==> src/rtl/wb_spi_sram.sv <==
// Wishbone memory slave that turns 32-bit cycles into SPI mode-0 READ/WRITE frames
// to an external serial SRAM, and returns its own single-cycle ack.
module wb_spi_sram #(
  parameter int unsigned ADDR_BITS = 16,
  parameter int unsigned DIV       = 1
) (
  input  logic        i_clk,
  input  logic        i_rst,
  input  logic [31:0] i_wb_adr,
  input  logic [31:0] i_wb_dat,
  input  logic [3:0]  i_wb_sel,
  input  logic        i_wb_we,
  input  logic        i_wb_cyc,
  output logic [31:0] o_wb_rdt,
  output logic        o_wb_ack,
  output logic        o_spi_sclk,
  output logic        o_spi_cs_n,
  output logic        o_spi_mosi,
  input  logic        i_spi_miso
);

  localparam int unsigned DW = (DIV > 1) ? $clog2(DIV) : 1;
  localparam logic [DW-1:0] DivLast = DW'(DIV - 1);

  typedef enum logic [1:0] {StIdle, StShift, StDone, StGap} state_e;

  state_e        state_q, state_d;
  logic [63:0]   tx_q, tx_d;
  logic [31:0]   rx_q, rx_d;
  logic [31:0]   rdt_q, rdt_d;
  logic [6:0]    bit_cnt_q, bit_cnt_d;
  logic [6:0]    nbits_q, nbits_d;
  logic [DW-1:0] div_cnt_q, div_cnt_d;
  logic          sclk_q, sclk_d;
  logic          mosi_q, mosi_d;
  logic          we_q, we_d;

  // Frame image for the request currently on the bus, left-justified in 64 bits.
  logic [1:0]  first_lane;
  logic [2:0]  nbytes;
  logic [31:0] wdata;
  logic [23:0] addr_v;
  logic [7:0]  cmd;
  logic [63:0] frame;

  logic unused_adr;
  assign unused_adr = ^{i_wb_adr[31:ADDR_BITS], i_wb_adr[1:0]};

  always_comb begin
    int unsigned idx;
    logic        found;
    first_lane = 2'b00;
    found      = 1'b0;
    wdata      = 32'h0;
    idx        = 0;
    for (int k = 0; k < 4; k++) begin
      if (i_wb_sel[k]) begin
        if (!found) begin
          first_lane = 2'(k);
          found      = 1'b1;
        end
        wdata = wdata | ({24'h0, i_wb_dat[8*k +: 8]} << (24 - 8 * idx));
        idx   = idx + 1;
      end
    end
    if (i_wb_we) begin
      nbytes = 3'(idx);
      cmd    = 8'h02;
      addr_v = 24'({i_wb_adr[ADDR_BITS-1:2], first_lane});
    end else begin
      nbytes = 3'd4;
      cmd    = 8'h03;
      wdata  = 32'h0;
      addr_v = 24'({i_wb_adr[ADDR_BITS-1:2], 2'b00});
    end
    frame = {cmd, 56'h0}
          | (64'(addr_v) << (56 - ADDR_BITS))
          | (64'(wdata) << (24 - ADDR_BITS));
  end

  always_comb begin
    state_d   = state_q;
    tx_d      = tx_q;
    rx_d      = rx_q;
    rdt_d     = rdt_q;
    bit_cnt_d = bit_cnt_q;
    nbits_d   = nbits_q;
    div_cnt_d = div_cnt_q;
    sclk_d    = sclk_q;
    mosi_d    = mosi_q;
    we_d      = we_q;

    unique case (state_q)
      StIdle: begin
        if (i_wb_cyc) begin
          we_d = i_wb_we;
          if (i_wb_we && (i_wb_sel == 4'b0000)) begin
            state_d = StDone;
          end else begin
            state_d   = StShift;
            mosi_d    = frame[63];
            tx_d      = frame << 1;
            nbits_d   = 7'(8 + ADDR_BITS + 8 * 32'(nbytes));
            bit_cnt_d = 7'd0;
            div_cnt_d = '0;
            sclk_d    = 1'b0;
          end
        end
      end
      StShift: begin
        if (div_cnt_q == DivLast) begin
          div_cnt_d = '0;
          if (!sclk_q) begin
            sclk_d = 1'b1;
            rx_d   = {rx_q[30:0], i_spi_miso};
          end else if (bit_cnt_q == nbits_q - 7'd1) begin
            state_d = StDone;
            sclk_d  = 1'b0;
            if (!we_q) begin
              // First byte on the wire is the lowest-addressed byte.
              rdt_d = {rx_q[7:0], rx_q[15:8], rx_q[23:16], rx_q[31:24]};
            end
          end else begin
            sclk_d    = 1'b0;
            mosi_d    = tx_q[63];
            tx_d      = tx_q << 1;
            bit_cnt_d = bit_cnt_q + 7'd1;
          end
        end else begin
          div_cnt_d = div_cnt_q + DW'(1);
        end
      end
      StDone: begin
        state_d   = StGap;
        div_cnt_d = '0;
        mosi_d    = 1'b0;
      end
      StGap: begin
        if (div_cnt_q == DivLast) begin
          state_d = StIdle;
        end else begin
          div_cnt_d = div_cnt_q + DW'(1);
        end
      end
      default: state_d = StIdle;
    endcase
  end

  always_ff @(posedge i_clk) begin
    if (i_rst) begin
      state_q   <= StIdle;
      tx_q      <= '0;
      rx_q      <= '0;
      rdt_q     <= '0;
      bit_cnt_q <= '0;
      nbits_q   <= '0;
      div_cnt_q <= '0;
      sclk_q    <= 1'b0;
      mosi_q    <= 1'b0;
      we_q      <= 1'b0;
    end else begin
      state_q   <= state_d;
      tx_q      <= tx_d;
      rx_q      <= rx_d;
      rdt_q     <= rdt_d;
      bit_cnt_q <= bit_cnt_d;
      nbits_q   <= nbits_d;
      div_cnt_q <= div_cnt_d;
      sclk_q    <= sclk_d;
      mosi_q    <= mosi_d;
      we_q      <= we_d;
    end
  end

  assign o_spi_cs_n = (state_q != StShift);
  assign o_wb_ack   = (state_q == StDone);
  assign o_spi_sclk = sclk_q;
  assign o_spi_mosi = mosi_q;
  assign o_wb_rdt   = rdt_q;

endmodule

==> config.mk <==
export PLATFORM = sky130hd
export DESIGN_NAME = wb_spi_sram
export DESIGN_NICKNAME = d
export VERILOG_FILES = /design/src/rtl/wb_spi_sram.sv
export SDC_FILE = /design/constraint.sdc
export NUM_CORES = 1
export LEC_CHECK = 0
export ABC_AREA = 0
export ABC_CLOCK_PERIOD_IN_PS = 4059
export BUFFER_PORTS_ARGS = -buffer_cell sky130_fd_sc_hd__buf_2
export CAP_MARGIN = 20
export CORE_MARGIN = 4
export CORE_UTILIZATION = 62
export CTS_BUF_LIST = sky130_fd_sc_hd__clkbuf_4 sky130_fd_sc_hd__clkbuf_8
export DETAILED_ROUTE_END_ITERATION = 8
export PLACE_DENSITY = 0.84
export REMOVE_ABC_BUFFERS = 1
export SYNTH_ARGS = -nofsm -noshare
export SYNTH_HDL_FRONTEND = slang
export SYNTH_SLANG_ARGS = --single-unit
==> constraint.sdc <==
create_clock -name i_clk -period 4.06 [get_ports i_clk]
set_input_delay 0.203 -clock i_clk [delete_from_list [all_inputs] [get_ports i_clk]]
set_output_delay 0.203 -clock i_clk [all_outputs]
set_load 0.1 [all_outputs]
# [Word-level counts from Yosys, hierarchy flattened]
# Index checks and enable logic that the tools add are counted.
[word_totals] out_inout_bits=36 regBits=148 inputBits=73 elab_cells=112
[classes] add_sub_neg=10 shifts=3 mux=53 eq_ne=12 n_reduce_logical=15 n_bitwise=9
[ops] cell="2-to-1 mux 64 bit" count=5
[ops] cell="2-to-1 mux 32 bit" count=5
[ops] cell="case mux 64 bit (2 select lines)" count=1
[ops] cell="OR 32 bit" count=3
[ops] cell="<< shifter 8 x 32 -> 32 bit" count=3
[ops] cell="subtractor 5 x 32 -> 32 bit, first input constant" count=3
[ops] cell="OR 64 x 40 -> 64 bit" count=1
[ops] cell="2-to-1 mux 29 bit" count=2
[ops] cell="OR 58 x 56 -> 58 bit" count=1
[ops] cell="2-to-1 mux 7 bit" count=5
[ops] cell="adder 29 x 1 -> 29 bit, second input constant" count=1
[ops] cell="2-to-1 mux 2 bit" count=11
[ops] cell="2-to-1 mux 1 bit" count=17
[ops] cell="inequality test 2 bit, second input constant" count=7
[ops] cell="case mux 7 bit (2 select lines)" count=1
[ops] cell="AND reduction 6 bit" count=2
[ops] cell="AND reduction 5 bit" count=2
[ops] cell="case mux 2 bit (4 select lines)" count=1
[ops] cell="adder 5 x 6 -> 7 bit, first input constant" count=1
[ops] cell="adder 7 x 1 -> 7 bit, second input constant" count=1
[ops] cell="== test 7 bit" count=1
[ops] cell="subtractor 7 x 1 -> 7 bit, second input constant" count=1
[ops] cell="2-to-1 mux 3 bit" count=2
[ops] cell="case mux 1 bit (3 select lines)" count=2
[ops] cell="other kinds (17)" count=23

# [Depth between registers and ports, before layout]
# Gate-level depths: netlist of the first run.
[logic_depth] word_depth=14 ltp_mapped=12 depth_no_buf=10

# [Worst setup path after synthesis of the first run]
# OpenSTA, ideal clock, no wires.
[synth_path] path_type="reg-to-reg" from="register state_q[1]" to="register tx_q[55]" t_required_ns=3.974 path_buffers=2 arrival_time_ns=2.740 setup_time_ns=0.086 setup_slack_ns=1.234 stages_incl_launch_ff=9 path_cell_list="dfxtp_1 > inv_1 > ha_1 > clkinv_1 > nor2_1 > a311oi_2 > buf_2 > buf_2 > a211oi_1"
[synth_between] elab_chain_len=3 word_cells_on_any_way=10 cone_classes="eq/ne (6); mux (1); reduce/logical (3)"
[synth_rtl] element="from (decl)" line_no="27" source="state_e state_q, state_d;"
[synth_rtl] element="from (signal assigned)" line_no="151" source="state_q <= StIdle;"
[synth_rtl] element="from (signal assigned)" line_no="162" source="state_q <= state_d;"
[synth_rtl] element="== test 2 x 1 -> 1 bit or zero test 2 bit (tied branches)" line_no="93" source="unique case (state_q)"
[synth_rtl] element="inequality test 2 bit (no line) or nonzero test 2 bit (tied branches)"
[synth_rtl] element="AND reduction 6 bit (no line)"
[synth_rtl] element="to (signal assigned)" line_no="163" source="tx_q <= tx_d;"
[synth_rtl] element="to (decl)" line_no="28" source="logic [63:0] tx_q, tx_d;"
# Parallel ways exist; a longest one is shown, timed or not.
# A chain may end at the register's enable or synchronous reset.

# [Worst setup path in the final report of the first run]
[layout_path] from="register state_q[0]" to="register tx_q[25]"
# Same word-level chain as after synthesis.

==> results of run 1 <==
## path summary, 6_finish.rpt
path / cells past startpoint / start / slack (ns) / end
setup reg to reg: 8 / state_q[0]$_SDFFE_PP0P_ / 1.25 / tx_q[25]$_SDFFE_PP0P_
hold reg to reg: 2 / o_wb_rdt[10]$_SDFFE_PP0P_ / 0.46 / o_wb_rdt[10]$_SDFFE_PP0P_
hold / removal: 3 / i_wb_we / 0.09 / we_q$_SDFFE_PP0P_
setup / recovery: 8 / state_q[0]$_SDFFE_PP0P_ / 1.25 / tx_q[25]$_SDFFE_PP0P_
## per-stage QoR
| step | total power, uW | hold slack (ns) |
|---|---|---|
| 2_1_floorplan | 2799 | 0.2721 |
| 3_3_place_gp | 3100 | 0.4395 |
| 3_5_place_dp | 3165 | 0.4461 |
| 4_1_cts | 4356 | 0.07853 |
| 5_1_grt | 4599 | 0.09366 |
| 6_report | 4362 | 0.09379 |
## power by group
part	internal, uW	total [uW]	switching, uW
sequential	1580	1740	159
clock	584	1190	604
combinational	476	1440	961
## Yosys cell counts (all sizes together) (3+ instances only)
cell | instances | area share
nand2 | 147 | 0.090
dfxtp | 135 | 0.44
a21oi | 101 | 0.082
nor2 | 58 | 0.035
clkbuf | 39 | 0.024
a211oi | 33 | 0.040
buf | 26 | 0.023
o21ai | 17 | 0.014
a222oi | 16 | 0.026
mux2i | 15 | 0.024
a221oi | 11 | 0.016
ha | 11 | 0.022
inv | 10 | 0.0061
a31oi | 9 | 0.0092
nand3 | 8 | 0.0065
nor2b | 8 | 0.0082
a221o | 7 | 0.011
a32o | 7 | 0.011
o41ai | 7 | 0.019
a22oi | 6 | 0.0073
xor2 | 6 | 0.0086
nor3 | 5 | 0.0041
or3 | 5 | 0.0051
and3 | 4 | 0.0041
nand2b | 4 | 0.0041
a211o | 3 | 0.0043
a21boi | 3 | 0.0037
## cell type report
class,instances,area [sq um]
multi-input combinational,520,3123
clock buffer,17,234.0
clock inverter,15,197.7
tap,133,166.4
timing repair buffer,100,530.5
inverter,11,41.29
fill,747,2689
sequential,135,2703
## worst max-delay path, stage by stage (launching register included)
cell and delay [ns]:
dfxtp_1 0.41, inv_1 0.09, ha_1 0.31, and2_1 0.21, a2bb2oi_1 0.49, a311o_1 0.60
buf_4 0.37, a211o_1 0.13, a21oi_1 0.05
## cells by family after synthesis
logic type / Yosys count
AND/OR/NAND/NOR: 253
AO/OA/AOI/OAI: 232
flip-flops: 135
buffers and inverters: 76
multiplexers: 15
adder cells (fa/ha/maj): 11
XOR/XNOR: 9
## cells in the final DEF (no fill, tap or decap), drive strengths merged, types with 8 or more instances in the layout
cell type	instances
a222oi	16
nor2	58
inv	20
clkbuf	17
o21ai	17
a221oi	11
dfxtp	135
a31oi	9
mux2i	15
a211oi	33
buf	99
a21oi	101
nor2b	8
ha	11
nand3	8
nand2	147
## state kept, by name, indices dropped and copies added, names as in the netlist
signal and flops:
tx_q 55, o_wb_rdt 32, rx_q 32, bit_cnt_q 7, nbits_q 4, state_q 2
o_spi_mosi 1, o_spi_sclk 1, we_q 1
## layer usage
layer  routed length (microns)  GRT usage
met5                         0          0
met4                       306    0.09919
met3                      1134    0.06119
met1                      6037     0.3001
met2                      7222     0.4378
==> flow_summary.ini, run 1 <==
[synthesis]
synth_cells = 731
synth_top_family_by_area = compound AO/OA/AOI/OAI gates
synth_xor_area_frac = 0.01753
synth_area_sq_um = 6137
synthFlopType = dfxtp_1
synth_compound_area_frac = 0.2665
synth_seq_cells = 135
synthMuxAreaShare = 0.02446
netlist-cell-type-count = 55
synth-adder-area-share = 0.02243
yosys.area_share.simple = 0.1753
seq_area_frac_synth = 0.4404
avgSynthCellArea_sq_um = 8.396
synth_edf_count = 0
yosys_warnings = 0
synthArstFlopShare = 0

[timing]
finalCriticalPeriod_ns = 2.810
max_clock_freq_mhz = 355.9
setup_viol = 0
post-route-period-util = 0.6921
drv_slew = 0
tns_ns = 0
worstMarginPinSlew_ns = 0.9460
slew_headroom = 0.3681
worst_clock_skew_ns = 0.01476
final-hold-violation-count = 0
rsz0062_at_grt = no
layout_setup_ws_ns = 1.250

[placed_design]
numPortBuffers = 90
dp.cells = 898
place_hpwl_microns = 9445
place_area_sq_um = 6554
place_congestion = 0.8383
pre_cts_ws_ns = 1.184

[global_route]
grtUsageTotal = 0.2526
antenna_found_initial = 0
grt_max_degree = 80
grt_pass1_wl_microns = 23860
grt_overflow = 0
grt_pass1_vias = 5272

[floorplanning]
die_height_microns = 107.5
ios = 109
die_w_microns = 107.5
row_count = 36
start_util = 0.6337
coreArea_sq_um = 9684
dieArea_sq_um = 11550

[layout]
layout-drive-gt1-share = 0.1842
num_antenna_cells = 0
instances_no_fill = 931
syn_to_final_growth_pct = 13.99
postLayoutCoreUtil = 0.7224
fin_area_sq_um = 6995
fin_nets = 869

[setup_path]
cp.required_ns = 4.35
crit_fanout = 19
critical_path_class = reg2reg
cp-start-kind = flip-flop
crit_path_end_kind = flip-flop
arrival_ns = 3.10

[clock_network]
post_cts_buffers = 0
ctsHoldBuffers = 1
cts_root_buffer = clkbuf_8
cts_tree = done
clk_pin_slew_ns = 0.09
cts_buffer_depth = 2
cts_made_buffers = 17
cts_resized = 0
cts_sinks = 135
worst_skew_pair.late_latency_ns = 0.44
htree_levels = 4

[detailed_routing]
drc = 0
antenna_left = 0
wire_per_inst_microns = 15.79
via_per_inst = 6.069
via_count = 5650
wirelength_microns = 14700
first_pass_iters = 7
drtIter0Drc = 487

[power]
p_leak_uw = 0.002624
powerDensity_nw_per_um2 = 623.5
ir_drop_mv = 0.4058

[status]
outcome = complete, no violations

[min_path]
worstHoldPathType = in2reg

[run]
max-cap-violations = 0
No activity file was read; power rests on OpenSTA's default activity.
==> run 2, diff against run 1 <==
==> config.mk (replaced) <==
export PLATFORM = sky130hd
export DESIGN_NAME = wb_spi_sram
export DESIGN_NICKNAME = d
export VERILOG_FILES = /design/src/rtl/wb_spi_sram.sv
export SDC_FILE = /design/constraint.sdc
export NUM_CORES = 1
export LEC_CHECK = 0
export ABC_AREA = 1
export ABC_CLOCK_PERIOD_IN_PS = 2500
export BUFFER_PORTS_ARGS = -buffer_cell sky130_fd_sc_hd__buf_2
export CAP_MARGIN = 20
export CORE_MARGIN = 4
export CORE_UTILIZATION = 53
export CTS_BUF_LIST = sky130_fd_sc_hd__clkbuf_4 sky130_fd_sc_hd__clkbuf_8
export DETAILED_ROUTE_END_ITERATION = 8
export PLACE_DENSITY = 0.75
export REMOVE_ABC_BUFFERS = 1
export SYNTH_ARGS = -nofsm -noshare
export SYNTH_HDL_FRONTEND = slang
export SYNTH_SLANG_ARGS = --single-unit
==> constraint.sdc (replaced) <==
create_clock -name i_clk -period 2.5 [get_ports i_clk]
set_input_delay 0.125 -clock i_clk [delete_from_list [all_inputs] [get_ports i_clk]]
set_output_delay 0.125 -clock i_clk [all_outputs]
set_load 0.1 [all_outputs]
==> flow_summary.ini, run 2 <==
[timing]
rsz0062_at_grt = no
max_clock_freq_mhz = 447.0
hold_ws_ns = 0.04783
slew_headroom = 0.3359
finalCriticalPeriod_ns = 2.237
worst_clock_skew_ns = 0.01747
setup_viol = 0
worstMarginPinSlew_ns = 0.9951
post-route-period-util = 0.8949
drv_slew = 0
final-hold-violation-count = 0

[global_route]
use_met1 = 0.3062
grt_overflow = 0
grt_pass1_wl_microns = 27320
grt_use_met3 = 0.04392
grt_max_degree = 65
antenna_found_initial = 0
grt_pass1_vias = 5974
grtUsageTotal = 0.2209
top_usage_layer = met2
grt_use_met2 = 0.3423

[detailed_routing]
drc = 0
via_per_inst = 4.892
drtIter0Drc = 530
via_count = 6776
antenna_left = 0
wirelength_microns = 16390
wire_per_inst_microns = 11.83
first_pass_iters = 5

[synthesis]
synth_seq_cells = 135
synth_cells = 1130
synthFlopType = dfxtp_1
yosys_warnings = 0
synth_top_area_frac = 0.3852
synth_area_sq_um = 7017
synth_most_common_cell = nand2_1
synthArstFlopShare = 0
synthTopCellsByCount = nand2_1, nor2_1, dfxtp_1
avgSynthCellArea_sq_um = 6.209
synth_edf_count = 0
synth_top_area_cell = dfxtp_1
synth_area_leaders = dfxtp_1, nand2_1, nor2_1, o21ai_0, inv_1
netlist-cell-type-count = 34
seq_area_frac_synth = 0.3852

[clock_network]
cts_sinks = 135
cts_tree = done
cts_buffer_depth = 2
cts_made_buffers = 17
worst_skew_pair.late_latency_ns = 0.45
cts_root_buffer = clkbuf_8
clk_pin_slew_ns = 0.08
htree_levels = 4

[placed_design]
place_congestion = 0.9141
dp.cells = 1350
numPortBuffers = 90
place_hpwl_microns = 10890

[setup_path]
critical_path_class = reg2out
path_buf_inv = 4
arrival_ns = 2.11
cp.required_ns = 2.38
crit_fanout = 37
r2r-end = tx_q[56]$_SDFFE_PP0P_
timing.rr.start = nbits_q[3]$_SDFFE_PP0P_
reg2reg_depth = 12
crit_chain = inv_1, ha_2, buf_6, clkinv_2, buf_2
crit_path_end_kind = output port
slowest_stage = buf_2
slowest_delay_ns = 0.38
ff2ff_setup_slack_ns = 0.34
cpLargestDelayFamily = buffers and inverters
cp-start-kind = flip-flop

[layout]
largest_reg_flops = 55
instances_no_fill = 1385
num_antenna_cells = 0
top_register = tx_q
fin_nets = 1284
postLayoutCoreUtil = 0.6284
layout-drive-gt1-share = 0.1294
mostFrequentLayoutCells = nand2_1, nor2_1, dfxtp_1
final_common_cell = nand2_1
syn_to_final_growth_pct = 14.39

[power]
p_leak_uw = 0.004127
ir_drop_mv = 0.6525
p_total_uw = 7824
powerDensity_nw_per_um2 = 974.8

[floorplanning]
dieArea_sq_um = 15140
die_w_microns = 123.1
die_height_microns = 123.1
ios = 109
coreArea_sq_um = 12770
row_count = 41
start_util = 0.5493

[min_path]
min_to = tx_q[54]$_SDFFE_PP0P_
hp-start = i_wb_adr[13]
hold_depth = 5
worstHoldPathType = in2reg

[run]
max-cap-violations = 0

[status]
outcome = complete, no violations
[run 2: cell count changes after synthesis, sizes merged, moves of 16 or more]
cell | before | now
nand2 | 147 | 305
inv | 10 | 108
a211oi | 33 | 2
o21ai | 17 | 87
a21oi | 101 | 23
nor2 | 58 | 283
a222oi | 16 | 0
nand3 | 8 | 72
[run 2: stage by stage]
stage | setup WS (ns) | TNS [ns] | area (sq um)
floorplan | -1.327 | -128.67 | 6735
global placement | 0.2774 | 0 | 7594
detailed placement | 0.2243 | 0 | 7594
CTS | 0.08742 | 0 | 8023
global route | 0.1112 | 0 | 8026
finish | 0.2626 | 0 | 8026
[run 2: worst min-delay path, cell delays in order]
cell	delay [ns]
buf_2	0.07
mux2i_1	0.05
nand3_1	0.07
nand2_1	0.05
nor2_1	0.09
[run 2: worst max path at each step]
stage                              endpoint  slack (ns)                    start  cells after the start
global placement    nbits_q[5]$_SDFFE_PP0P_        0.28              i_wb_sel[0]                     12
global route          tx_q[55]$_SDFFE_PP0P_        0.11  nbits_q[3]$_SDFFE_PP0P_                     12
floorplan             tx_q[41]$_SDFFE_PP0P_       -1.33  state_q[1]$_SDFFE_PP0P_                      9
detailed placement  nbits_q[5]$_SDFFE_PP0P_        0.22              i_wb_sel[0]                     12
CTS                              o_spi_cs_n        0.09  state_q[1]$_SDFFE_PP0P_                      5
finish                           o_spi_cs_n        0.26  state_q[1]$_SDFFE_PP0P_                      5
[run 2: kinds of logic (layout without fill, tap and decap cells)]
group / after synthesis / after routing / synth area share
flip-flops: 135 / 135 / 0.3852
XOR/XNOR: 6 / 6 / 0.007489
adder cells (fa/ha/maj): 11 / 11 / 0.01961
AND/OR/NAND/NOR: 677 / 677 / 0.3853
AO/OA/AOI/OAI: 115 / 115 / 0.08345
buffers and inverters: 172 / 255 / 0.09896
multiplexers: 14 / 14 / 0.01997
[run 2: power by group]
group / internal (uW) / total, uW / switching (uW) / leakage [uW]
Clock: 935 / 1830 / 899 / 0.000201
Combinational: 1050 / 3020 / 1970 / 0.00282
Sequential: 2670 / 2970 / 296 / 0.00110
[run 2: routing by layer]
layer  wire (microns)  part of all wire
met5                0                 0
met4              221             0.013
met3             1124             0.069
met2             7129              0.44
met1             7912              0.48
[run 2: repair_timing]
item                       CTS  global route
setup endpoints to repair    1             1
hold endpoints to repair     2             0
pin swaps                    0             0
resized for setup            1             1
hold buffers                 3             0
buffers inserted             0             0
[run 2: layout make-up]
type	count	area (sq um)
Sequential cell	135	2703
Clock inverter	13	142.6
Inverter	110	414.1
Timing Repair Buffer	113	671.9
Tap cell	172	215.2
Multi-Input combinational cell	823	3625
Clock buffer	19	255.2
Fill cell	1241	4747
==> run 3, diff against run 2 <==
--- a/config.mk
+++ b/config.mk
@@ -12,8 +12,10 @@
 export CORE_MARGIN = 4
 export CORE_UTILIZATION = 53
 export CTS_BUF_LIST = sky130_fd_sc_hd__clkbuf_4 sky130_fd_sc_hd__clkbuf_8
+export CTS_CLUSTER_DIAMETER = 100
 export DETAILED_ROUTE_END_ITERATION = 8
 export PLACE_DENSITY = 0.75
+export RECOVER_POWER = 50
 export REMOVE_ABC_BUFFERS = 1
 export SYNTH_ARGS = -nofsm -noshare
 export SYNTH_HDL_FRONTEND = slang
==> flow_summary.ini, run 3 (synthesized netlist as in run 2, its figures left out) <==
[power]
ir_drop_mv = 0.6536
powerDensity_nw_per_um2 = 979.7
p_total_uw = 7806
p_leak_uw = 0.003972

[setup_path]
arrival_ns = 2.11
crit_path_end_kind = output port
slowest_stage = buf_2
crit_start = state_q[1]$_SDFFE_PP0P_
crit_chain = inv_1, ha_2, buf_6, clkinv_2, buf_2
crit_fanout = 37
cpLargestDelayFamily = buffers and inverters
slowest_delay_ns = 0.38
critical_path_class = reg2out
cp.required_ns = 2.38
path_buf_inv = 4
timing.rr.start = nbits_q[3]$_SDFFE_PP0P_
cp-start-kind = flip-flop

[layout]
fin_area_sq_um = 7968
fin_nets = 1284
mostFrequentLayoutCells = nand2_1, nor2_1, dfxtp_1
layout-drive-gt1-share = 0.09810
top_register = tx_q
fillers = 1256
syn_to_final_growth_pct = 13.55
largest_reg_flops = 55
seq_area_sq_um = 2703
num_antenna_cells = 0
final_common_cell = nand2_1
multiInputGateArea_sq_um = 3615

[global_route]
grtUsageTotal = 0.2209
grt_pass1_vias = 5974
grt_max_degree = 65
grt_overflow = 0
antenna_found_initial = 0
grt_pass1_wl_microns = 27320

[detailed_routing]
wl_met3_microns = 1066
wl_met2_microns = 7040
wire_per_inst_microns = 11.75
drc = 0
drt-met1-wl_microns = 7950
first_pass_iters = 6
antenna_left = 0
drtIter0Drc = 515
via_count = 6747
wirelength_microns = 16270
routed.top_layer = met4
via_per_inst = 4.871

[placed_design]
place_area_sq_um = 7594
place_congestion = 0.9141
place_hpwl_microns = 10890
numPortBuffers = 90

[run]
max-cap-violations = 0

[floorplanning]
row_count = 41
die_w_microns = 123.1
start_util = 0.5493
coreArea_sq_um = 12770
die_height_microns = 123.1
ios = 109
dieArea_sq_um = 15140

[timing]
max_clock_freq_mhz = 447.0
hold_ws_ns = 0.04738
worstMarginPinSlew_ns = 1.204
final-hold-violation-count = 0
finalCriticalPeriod_ns = 2.237
worst_clock_skew_ns = 0.01734
drv_slew = 0
rsz0062_at_grt = no
post-route-period-util = 0.8948
slew_headroom = 0.2008
setup_viol = 0

[clock_network]
cts_root_buffer = clkbuf_8
cts_tree = done
post_cts_buffers = 0
clk_pin_slew_ns = 0.08
htree_levels = 4
cts_sinks = 135
cts_buffer_depth = 2
cts_made_buffers = 17
worst_skew_pair.late_latency_ns = 0.45

[min_path]
hp-start = i_wb_adr[13]
worstHoldPathType = in2reg

[status]
outcome = complete, no violations
run 3: layout make-up:
cell class / instances / area share
Clock buffer: 19 / 0.03204
Clock inverter: 13 / 0.01790
Inverter: 110 / 0.05198
Multi-Input combinational cell: 823 / 0.4537
Sequential cell: 135 / 0.3392
Tap cell: 172 / 0.02701
Timing Repair Buffer: 113 / 0.07820
run 3: final timing paths:
kind                            cells after the start               endpoint  slack (ns)
worst min register to register                      2  tx_q[60]$_SDFFE_PP0P_        0.46
worst max register to register                     12  tx_q[56]$_SDFFE_PP0P_        0.31
worst max-delay path                                5             o_spi_cs_n        0.26
worst min-delay path                                5  tx_q[54]$_SDFFE_PP0P_        0.05
run 3: stage by stage:
step,util,std cells,setup WS [ns],TNS [ns]
after global routing,0.6238,1385,0.06132,0
after CTS,0.6281,1385,0.08742,0
after detailed placement,0.5945,1350,0.2243,0
final,0.6238,1385,0.2631,0
after global placement,0.5945,1350,0.2774,0
after floorplan,-,1068,-1.327,-128.67
run 3: per-layer routing:
| layer | track usage | up-vias |
|---|---|---|
| li1 | - | 3619 |
| met3 | 0.04392 | 17 |
| met1 | 0.3062 | 2917 |
| met5 | 0 | - |
| met4 | 0.08097 | 0 |
| met2 | 0.3423 | 194 |
run 3: power breakdown:
part	switching [uW]	internal [uW]
clock network	896	935
registers	295	2670
logic	1970	1040
total	3160	4650
run 3: what timing repair did:
item	CTS	global route
endpoints found under the setup margin	1	1
pin swaps	0	0
hold endpoints to repair	2	0
hold buffers	3	0
resized for setup	1	1
run 3: tightest hold or removal path: cells and delay by family:
| kind | cells | cell delay, ns |
|---|---|---|
| buf+inv | 1 | 0.07 |
| simple gates | 3 | 0.21 |
| mux | 1 | 0.05 |
